`config.mk`:
```
export PLATFORM = sky130hd
export DESIGN_NAME = mem_access_stage
export DESIGN_NICKNAME = d
export VERILOG_FILES = /design/src/rtl/mem_access_stage.sv
export SDC_FILE = /design/constraint.sdc
export NUM_CORES = 1
export LEC_CHECK = 0
export ABC_AREA = 1
export CAP_MARGIN = 25
export CORE_UTILIZATION = 44
export CTS_CLUSTER_SIZE = 10
export DETAILED_ROUTE_END_ITERATION = 12
export PLACE_DENSITY = 0.76
export SYNTH_ARGS = -nofsm -noshare
export SYNTH_HDL_FRONTEND = slang
export SYNTH_SLANG_ARGS = --single-unit
```
`constraint.sdc`:
```
create_clock -name clk -period 1.9 [get_ports clk]
set_clock_uncertainty 0.15 [all_clocks]
set_input_delay 0.57 -clock clk [delete_from_list [all_inputs] [get_ports clk]]
set_output_delay 0.57 -clock clk [all_outputs]
set_load 0.005 [all_outputs]
```
`src/rtl/mem_access_stage.sv`:
```
// rtl/mem_access_stage.sv - MEM pipeline stage: EX/MEM register, data-memory handshake, store forwarding, MEM/WB register
//
// Ports:
//   clk, rst            : single clock, synchronous active-high reset
//   ex_*                : instruction fields from EX, captured into the M register
//   forward_busB        : from the MEM forwarding detector; store data comes from wb_data
//   m_Rt, m_MemWr       : M-stage store source register / store flag, to the detector
//   mem_stall           : hold IF..EX and the ex_* inputs stable this cycle
//   dm_req/we/addr/be/wdata, dm_ready, dm_rdata : data-memory request/ready handshake
//   wb_valid, wb_Rw, wb_RegWr, wb_data          : MEM/WB register outputs
//   misalign_err        : one-cycle pulse when a misaligned access is dropped
module mem_access_stage #(
    parameter int DW = 32,
    parameter int AW = 32
) (
    input  logic          clk,
    input  logic          rst,
    input  logic          ex_valid,
    input  logic [AW-1:0] ex_alu_result,
    input  logic [DW-1:0] ex_busB,
    input  logic [4:0]    ex_Rt,
    input  logic [4:0]    ex_Rw,
    input  logic          ex_RegWr,
    input  logic          ex_MemWr,
    input  logic          ex_MemRd,
    input  logic [1:0]    ex_size,
    input  logic          ex_sign,
    input  logic          forward_busB,
    output logic [4:0]    m_Rt,
    output logic          m_MemWr,
    output logic          mem_stall,
    output logic          dm_req,
    output logic          dm_we,
    output logic [AW-1:0] dm_addr,
    output logic [3:0]    dm_be,
    output logic [DW-1:0] dm_wdata,
    input  logic          dm_ready,
    input  logic [DW-1:0] dm_rdata,
    output logic          wb_valid,
    output logic [4:0]    wb_Rw,
    output logic          wb_RegWr,
    output logic [DW-1:0] wb_data,
    output logic          misalign_err
);

    typedef enum logic {
        S_IDLE = 1'b0,
        S_WAIT = 1'b1
    } state_t;

    state_t        r_state;
    state_t        w_state_nxt;

    // M (EX/MEM) register
    logic          r_m_valid;
    logic [AW-1:0] r_m_alu;
    logic [DW-1:0] r_m_busB;
    logic [4:0]    r_m_Rt;
    logic [4:0]    r_m_Rw;
    logic          r_m_RegWr;
    logic          r_m_MemWr;
    logic          r_m_MemRd;
    logic [1:0]    r_m_size;
    logic          r_m_sign;

    // Request captured on the first cycle so WAIT never re-forwards
    logic [AW-1:0] r_h_addr;
    logic [3:0]    r_h_be;
    logic          r_h_we;
    logic [DW-1:0] r_h_wdata;

    // WB (MEM/WB) register
    logic          r_wb_valid;
    logic [4:0]    r_wb_Rw;
    logic          r_wb_RegWr;
    logic [DW-1:0] r_wb_data;

    logic          w_is_mem;
    logic          w_is_load;
    logic          w_aligned;
    logic          w_mem_op;
    logic          w_misaligned;
    logic          w_stall;
    logic [DW-1:0] w_store_data;
    logic [AW-1:0] w_new_addr;
    logic [3:0]    w_new_be;
    logic [DW-1:0] w_new_wdata;
    logic [7:0]    w_byte;
    logic [15:0]   w_half;
    logic [DW-1:0] w_load_data;

    assign w_is_mem  = r_m_valid & (r_m_MemWr | r_m_MemRd);
    // A store flag wins if both are set, so only pure loads take the read path
    assign w_is_load = r_m_MemRd & ~r_m_MemWr;

    always_comb begin
        w_aligned = 1'b1;
        case (r_m_size)
            2'b00:   w_aligned = 1'b1;
            2'b01:   w_aligned = ~r_m_alu[0];
            default: w_aligned = (r_m_alu[1:0] == 2'b00);
        endcase
    end

    assign w_mem_op     = w_is_mem & w_aligned;
    assign w_misaligned = w_is_mem & ~w_aligned;
    assign w_stall      = w_mem_op & ~dm_ready;

    assign w_store_data = forward_busB ? r_wb_data : r_m_busB;
    assign w_new_addr   = {r_m_alu[AW-1:2], 2'b00};

    // Byte-lane enables and lane-replicated store data
    always_comb begin
        w_new_be    = 4'b1111;
        w_new_wdata = w_store_data;
        case (r_m_size)
            2'b00: begin
                w_new_be    = 4'b0001 << r_m_alu[1:0];
                w_new_wdata = {4{w_store_data[7:0]}};
            end
            2'b01: begin
                w_new_be    = r_m_alu[1] ? 4'b1100 : 4'b0011;
                w_new_wdata = {2{w_store_data[15:0]}};
            end
            default: begin
                w_new_be    = 4'b1111;
                w_new_wdata = w_store_data;
            end
        endcase
    end

    // Load lane extraction and extension
    always_comb begin
        w_byte = dm_rdata[7:0];
        case (r_m_alu[1:0])
            2'b00:   w_byte = dm_rdata[7:0];
            2'b01:   w_byte = dm_rdata[15:8];
            2'b10:   w_byte = dm_rdata[23:16];
            default: w_byte = dm_rdata[31:24];
        endcase
        w_half = r_m_alu[1] ? dm_rdata[31:16] : dm_rdata[15:0];
        case (r_m_size)
            2'b00:   w_load_data = {{24{r_m_sign & w_byte[7]}}, w_byte};
            2'b01:   w_load_data = {{16{r_m_sign & w_half[15]}}, w_half};
            default: w_load_data = dm_rdata;
        endcase
    end

    always_ff @(posedge clk) begin
        if (rst) begin
            r_state <= S_IDLE;
        end else begin
            r_state <= w_state_nxt;
        end
    end

    always_comb begin
        w_state_nxt = r_state;
        dm_req      = 1'b0;
        dm_we       = 1'b0;
        dm_addr     = '0;
        dm_be       = 4'b0000;
        dm_wdata    = '0;
        case (r_state)
            S_IDLE: begin
                if (w_mem_op) begin
                    dm_req   = 1'b1;
                    dm_we    = r_m_MemWr;
                    dm_addr  = w_new_addr;
                    dm_be    = w_new_be;
                    dm_wdata = w_new_wdata;
                    if (!dm_ready) begin
                        w_state_nxt = S_WAIT;
                    end
                end
            end
            S_WAIT: begin
                dm_req   = 1'b1;
                dm_we    = r_h_we;
                dm_addr  = r_h_addr;
                dm_be    = r_h_be;
                dm_wdata = r_h_wdata;
                if (dm_ready) begin
                    w_state_nxt = S_IDLE;
                end
            end
            default: w_state_nxt = S_IDLE;
        endcase
    end

    always_ff @(posedge clk) begin
        if (rst) begin
            r_h_addr  <= '0;
            r_h_be    <= 4'b0000;
            r_h_we    <= 1'b0;
            r_h_wdata <= '0;
        end else if (r_state == S_IDLE && w_mem_op) begin
            r_h_addr  <= w_new_addr;
            r_h_be    <= w_new_be;
            r_h_we    <= r_m_MemWr;
            r_h_wdata <= w_new_wdata;
        end
    end

    always_ff @(posedge clk) begin
        if (rst) begin
            r_m_valid <= 1'b0;
            r_m_alu   <= '0;
            r_m_busB  <= '0;
            r_m_Rt    <= 5'd0;
            r_m_Rw    <= 5'd0;
            r_m_RegWr <= 1'b0;
            r_m_MemWr <= 1'b0;
            r_m_MemRd <= 1'b0;
            r_m_size  <= 2'b00;
            r_m_sign  <= 1'b0;
        end else if (!w_stall) begin
            r_m_valid <= ex_valid;
            r_m_alu   <= ex_alu_result;
            r_m_busB  <= ex_busB;
            r_m_Rt    <= ex_Rt;
            r_m_Rw    <= ex_Rw;
            r_m_RegWr <= ex_RegWr;
            r_m_MemWr <= ex_MemWr;
            r_m_MemRd <= ex_MemRd;
            r_m_size  <= ex_size;
            r_m_sign  <= ex_sign;
        end
    end

    // Stall cycles and dropped misaligned accesses become WB bubbles
    always_ff @(posedge clk) begin
        if (rst) begin
            r_wb_valid <= 1'b0;
            r_wb_Rw    <= 5'd0;
            r_wb_RegWr <= 1'b0;
            r_wb_data  <= '0;
        end else begin
            r_wb_valid <= r_m_valid & ~w_stall & ~w_misaligned;
            r_wb_RegWr <= r_m_RegWr & r_m_valid & ~w_stall & ~w_misaligned;
            r_wb_Rw    <= r_m_Rw;
            r_wb_data  <= w_is_load ? w_load_data : DW'(r_m_alu);
        end
    end

    assign mem_stall    = w_stall;
    assign misalign_err = w_misaligned;
    assign m_Rt         = r_m_Rt;
    assign m_MemWr      = r_m_valid & r_m_MemWr;
    assign wb_valid     = r_wb_valid;
    assign wb_Rw        = r_wb_Rw;
    assign wb_RegWr     = r_wb_RegWr;
    assign wb_data      = r_wb_data;

endmodule

```
==> impl_metrics.csv, run 1 <==
group,metric,value,unit
status,status,"finished with violations",
status,failed_checks,"setup timing",
floorplanning,io_pins,234,
clock_tree,cts_sinks,188,
clock_tree,cts_root_buf,"clkbuf_16",
final_layout,drive_above_1_share,37.0,%
sta,rsz0062_at_grt,"yes",
global_routing,grt_max_degree,49,
drt,via_count,11200,
setup_path,crit_top_cell,"buf_6",
power_and_ir_drop,finalPower,0.0105,W
yosys,synth.cell_area,8470,µm²
final_layout,final_area,14800,µm²
power_and_ir_drop,p_leak,7.48,nW
clock_tree,cts_hold_buf,0,
sta,hold_violations,0,
sta,max_freq,0.326,GHz
placement,hpwl,22.1,mm
placement,gp_congestion,0.972,
drt,drc_errors,0,
setup_path,max_stage_delay,0.36,ns
setup_path,critPathMaxFanout,6,
yosys,synth_top_cell_area_share,44.4,%
setup_path,crit_buf_inv,6,
clock_tree,h-tree-depth,4,
sta,finalCritPeriodShare,161,%
drt,drtIter0Drc,1312,
global_routing,track_usage,36.5,%
final_layout,syn_to_final_growth,75.2,%
setup_path,endpoint_kind,"output port",
clock_tree,cts-buffers-inserted,17,
clock_tree,cts_tree,"done",
setup_path,critPathLaunchType,"flop",
setup_path,cpMaxStageDelayCell,"dfxtp_2",
floorplanning,die-area,19800,µm²
final_layout,layout_commonest_cell,"nand2_1",
power_and_ir_drop,ir_worst_vdd,0.000666,V
drt,antenna_left,0,
setup_path,crit_family,"simple AND/OR/NAND/NOR gates",
sta,worst_pin_slew,0.619,ns
sta,worst_slack,-1.17,ns
sta,max_slew_margin,58.4,%
placement,postPlaceCellArea,11800,µm²
sta,finalMaxSlewViolations,0,
sta,finalSetupViolCount,246,
drt,viasPerCell,5.79,
sta,tns,-93.35,ns
drt,first_pass_iters,6,
clock_tree,clkTransAtPathRegs,0.08,ns
setup_path,arrival,2.35,ns
yosys,syn_avg_cell_area,6.58,µm²
final_layout,nNetsFinal,1803,
final_layout,fillCellCount,1152,
drt,wl,42.9,mm
setup_path,critPathKind,"reg -> out",
global_routing,grt_pass1_wl,55.0,mm
floorplanning,core_area,18800,µm²
sta,layout_min_cycle_time,3.07,ns
setup_path,worstPathCellList,"buf_12 -> buf_4 -> buf_6 -> inv_4 -> buf_6 -> nor2_1 -> o21ai_0 -> nand3_1 -> nand2_4 -> nand2_2 -> buf_2",
yosys,ys_seq_elements,188,
yosys,synth_top_area_cell,"dfxtp_1",
global_routing,grt_overflow_total,0,
floorplanning,die_x,141,µm
yosys,synthCells,1288,
power_and_ir_drop,power_density,705,nW/µm²
floorplanning,fp-row-count,50,
final_layout,final_cell_mix,"282 x nand2_1, 232 x nor2_1, 153 x dfxtp_1, 152 x buf_4, 114 x clkdlybuf4s50_1",
yosys,synth_cell_type_count,30,
yosys,yosysSeqAreaShare,44.4,%
clock_tree,cts_buffer_depth,2,
global_routing,antenna_found_initial,1,
sta,holdWs,0.274,ns
global_routing,first_global_vias,9987,
clock_tree,clk_latency,0.45,ns
placement,io_buffer_count,231,
yosys,yosys-top-cells-area,"dfxtp_1 44%, nand2_1 19%, nor2_1 11%, o21ai_0 7.0%, a21oi_1 3.7%",
yosys,ys_warn_count,0,
worst_hold_path,hold_class,"reg -> reg",
flow_run,cap_violations,0,
floorplanning,die_h,141,µm
floorplanning,start_util,45.1,%
setup_path,required,1.18,ns
drt,wl_per_cell,22.2,µm
-- final timing paths --
check	start	to	slack (ns)	depth (start not counted)
setup / recovery	r_m_size[1]	dm_wdata[26]	-1.17	11
hold reg to reg	r_m_Rw[3]	wb_Rw[3]	0.27	2
hold / removal	r_m_Rw[3]	wb_Rw[3]	0.27	2
setup reg to reg	r_m_alu[1]	wb_data[29]	-0.63	10
-- cell usage after synthesis (all sizes together) --
cell type / number
nand3: 21
inv: 59
nor2: 253
a21oi: 73
a31oi: 1
nor3: 1
a22oi: 1
o21a: 1
clkinv: 1
nand2: 453
o22ai: 7
dfxtp: 188
conb: 1
buf: 37
nand4: 8
nor3b: 1
o21ai: 134
clkbuf: 48
-- report_power, final --
group / leakage (nW) / internal, W / switching, W / total [W]
sequential: 1.56 / 0.00417 / 0.000239 / 0.00441
clock: 0.285 / 0.00199 / 0.00166 / 0.00365
combinational: 5.63 / 0.00116 / 0.00124 / 0.00240
-- routing by layer --
metal	routed length, µm	GRT usage, %	share of wire [%]	vias to the layer above
li1	-	-	-	4839
met1	14800	42.5	34	5175
met2	19200	60.8	45	886
met3	5310	7.64	12	297
met4	3610	24.4	8.4	0
met5	0	0	0	-
-- what timing repair did --
item / CTS / global route
endpoints found under the setup margin: 199 / 247
pin swaps: 34 / 38
gates cloned: 19 / 8
gates resized for setup: 581 / 214
setup buffers: 48 / 36
-- kinds of logic after synthesis --
family	after synthesis	share of synthesized area, %
flops	188	44.4
buf+inv	145	7.78
other cells	1	0.0443
simple gates	737	34.3
compound gates	217	13.4
-- worst min-delay path, cell delays in order (launching register included) --
cell	delay, ns
dfxtp_1	0.31
inv_1	0.05
nor2_1	0.03
-- per-stage QoR --
step | instances | setup slack [ns] | utilization [%]
6_report | 1934 | -1.17 | 79.1
3_3_place_gp | 1798 | -1.22 | 63.1
5_1_grt | 1933 | -1.14 | 79.1
4_1_cts | 1895 | -0.854 | 73.0
2_1_floorplan | 1289 | -0.0712 | -
3_5_place_dp | 1798 | -1.23 | 63.1
-- sequential cells by signal, indices dropped and copies added (netlist names), 2 cells and up --
signal,flops
r_h_wdata,32
r_m_alu,32
r_m_busB,32
wb_data,32
r_h_addr,30
m_Rt,5
r_m_Rw,5
wb_Rw,5
r_h_be,4
r_m_size,2
-- cell type report --
class                      instances  area [µm²]  share of cell area [%]
tap                              234         293                    1.97
multi-input combinational        956        5130                    34.5
antenna                            1        2.50                  0.0169
clock buffer                      20         447                    3.01
inverter                          60         254                    1.71
timing repair buffer             463        4770                    32.1
sequential                       188        3810                    25.7
clock inverter                    12         139                   0.936
No activity file was read; power rests on OpenSTA's default activity.
==> inputs of run 2 (changes only) <==
ABC_CLOCK_PERIOD_IN_PS = 1900   (was default)
==> results of run 2 <==
No change in the layout: final DEF, timing and power equal those of run 1.
==> inputs of run 3 (changes only) <==
PLACE_DENSITY = 0.77   (was 0.76)
==> impl_metrics.csv, run 3 (synthesis results as in run 1) <==
group,metric,value,unit
clock_tree,h-tree-depth,4,
setup_path,crit_buf_inv,7,
clock_tree,cts_tree,"done",
drt,via_count,10500,
global_routing,track_usage,32.8,%
placement,pre_cts_ws,-1.19,ns
setup_path,arrival,2.04,ns
power_and_ir_drop,finalPower,0.0103,W
floorplanning,fp-row-count,50,
setup_path,critPathMaxFanout,7,
clock_tree,cts_root_buf,"clkbuf_16",
sta,rsz0062_at_grt,"yes",
status,failed_checks,"setup timing",
final_layout,diodes,0,
setup_path,critPathLaunchType,"flop",
sta,finalCritPeriodShare,145,%
power_and_ir_drop,p_leak,7.34,nW
drt,wl,37.4,mm
clock_tree,cts_sinks,188,
setup_path,cpMaxStageDelayCell,"dfxtp_2",
global_routing,antenna_found_initial,0,
sta,finalSetupViolCount,197,
final_layout,syn_to_final_growth,69.8,%
drt,wl_per_cell,19.5,µm
global_routing,grt_max_degree,76,
final_layout,final_cell_mix,"286 x nand2_1, 234 x nor2_1, 152 x dfxtp_1, 135 x buf_4, 115 x clkdlybuf4s50_1",
sta,layout_min_cycle_time,2.76,ns
setup_path,ff2ff_setup_slack,-0.70,ns
sta,hold_violations,0,
sta,max_freq,0.362,GHz
setup_path,crit_family,"buffers and inverters",
floorplanning,die_x,141,µm
final_layout,nNetsFinal,1791,
drt,antenna_left,0,
floorplanning,io_pins,234,
global_routing,first_global_vias,9490,
placement,gp_congestion,0.965,
floorplanning,die-area,19800,µm²
floorplanning,core_area,18800,µm²
clock_tree,clkTransAtPathRegs,0.07,ns
final_layout,fillCellCount,1295,
floorplanning,die_h,141,µm
final_layout,final_area,14400,µm²
global_routing,grt_pass1_wl,50.1,mm
sta,finalMaxSlewViolations,0,
drt,drtIter0Drc,1089,
power_and_ir_drop,ir_worst_vdd,0.000703,V
setup_path,max_stage_delay,0.34,ns
setup_path,endpoint_kind,"output port",
setup_path,critPathKind,"reg -> out",
placement,hpwl,22.4,mm
sta,worst_slack,-0.860,ns
global_routing,grt_overflow_total,0,
drt,first_pass_iters,5,
worst_hold_path,hold_class,"reg -> reg",
power_and_ir_drop,power_density,715,nW/µm²
drt,viasPerCell,5.47,
flow_run,cap_violations,0,
clock_tree,cts-buffers-inserted,17,
final_layout,drive_above_1_share,34.7,%
clock_tree,clk_latency,0.44,ns
setup_path,worstPathCellList,"buf_12 -> nor2_8 -> inv_2 -> nand2_4 -> nand2_4 -> nor2_8 -> buf_12 -> buf_12 -> buf_6 -> buf_6 -> nand2_4 -> nand2_2 -> buf_2",
status,status,"finished with violations",
setup_path,required,1.18,ns
floorplanning,start_util,45.1,%
placement,io_buffer_count,231,
clock_tree,cts_buffer_depth,2,
drt,drc_errors,0,
final_layout,layout_commonest_cell,"nand2_1",
placement,postPlaceCellArea,11800,µm²
run 3: path summary, 6_finish.rpt:
check | startpoint | endpoint | cells after the start
max reg2reg | r_m_size[1] | r_h_addr[14] | 20
min | r_m_Rw[4] | wb_Rw[4] | 2
max | r_m_size[1] | dm_addr[14] | 13
min reg2reg | r_m_Rw[4] | wb_Rw[4] | 2
run 3: cell type report:
type	count	area, µm²	share of cell area (%)
inverters	60	248	1.72
repair buffers	449	4460	31.0
clock buffers	20	447	3.11
repair inverters	1	11.3	0.0783
well taps	234	293	2.04
clock inverters	12	160	1.11
multi-input cells	957	4950	34.4
flip-flops and latches	188	3820	26.5
run 3: power breakdown:
group          total [W]  internal, W  switching, W  leakage (nW)
Clock            0.00374      0.00212       0.00162         0.289
Sequential       0.00439      0.00417      0.000218          1.56
Combinational    0.00215      0.00105       0.00110          5.50
Total             0.0103      0.00734       0.00294          7.34
run 3: routing by layer:
layer / track usage, % / vias to the layer above / routed length, µm / part of all wire, %
li1: - / 4798 / - / -
met2: 57.4 / 655 / 18200 / 49
met1: 39.4 / 4934 / 14200 / 38
met4: 14.6 / 0 / 1820 / 4.9
met5: 0 / - / 0 / 0
met3: 5.67 / 124 / 3120 / 8.3
run 3: worst register-to-register path, stage by stage, from the launching register on:
cell and delay (ns):
dfxtp_2 0.34, buf_12 0.14, nor2_8 0.10, inv_2 0.06, nand2_4 0.06, nand2_4 0.07
nor2_8 0.14, buf_12 0.13, buf_12 0.13, buf_6 0.11, buf_6 0.11, nand2_4 0.05
buf_6 0.12, buf_6 0.11, buf_6 0.11, buf_6 0.10, buf_6 0.10, buf_6 0.10
buf_6 0.10, buf_6 0.10, a21oi_2 0.12
run 3: through the flow:
stage / cells / setup TNS [ns] / utilization, % / hold WS (ns)
floorplan: 1289 / -1.91 / - / 0.253
CTS: 1885 / -53.88 / 70.5 / 0.272
detailed placement: 1794 / -96.16 / 62.7 / 0.261
global placement: 1794 / -94.48 / 62.7 / 0.259
finish: 1921 / -66.80 / 76.6 / 0.281
global route: 1921 / -76.08 / 76.6 / 0.298
run 3: repair_timing:
item                       in CTS  in global routing
setup endpoints to repair     198                231
gates cloned                    4                 16
hold buffers                    0                  0
gates resized for setup       527                216
buffers inserted               58                 31
pin swaps                      53                 53
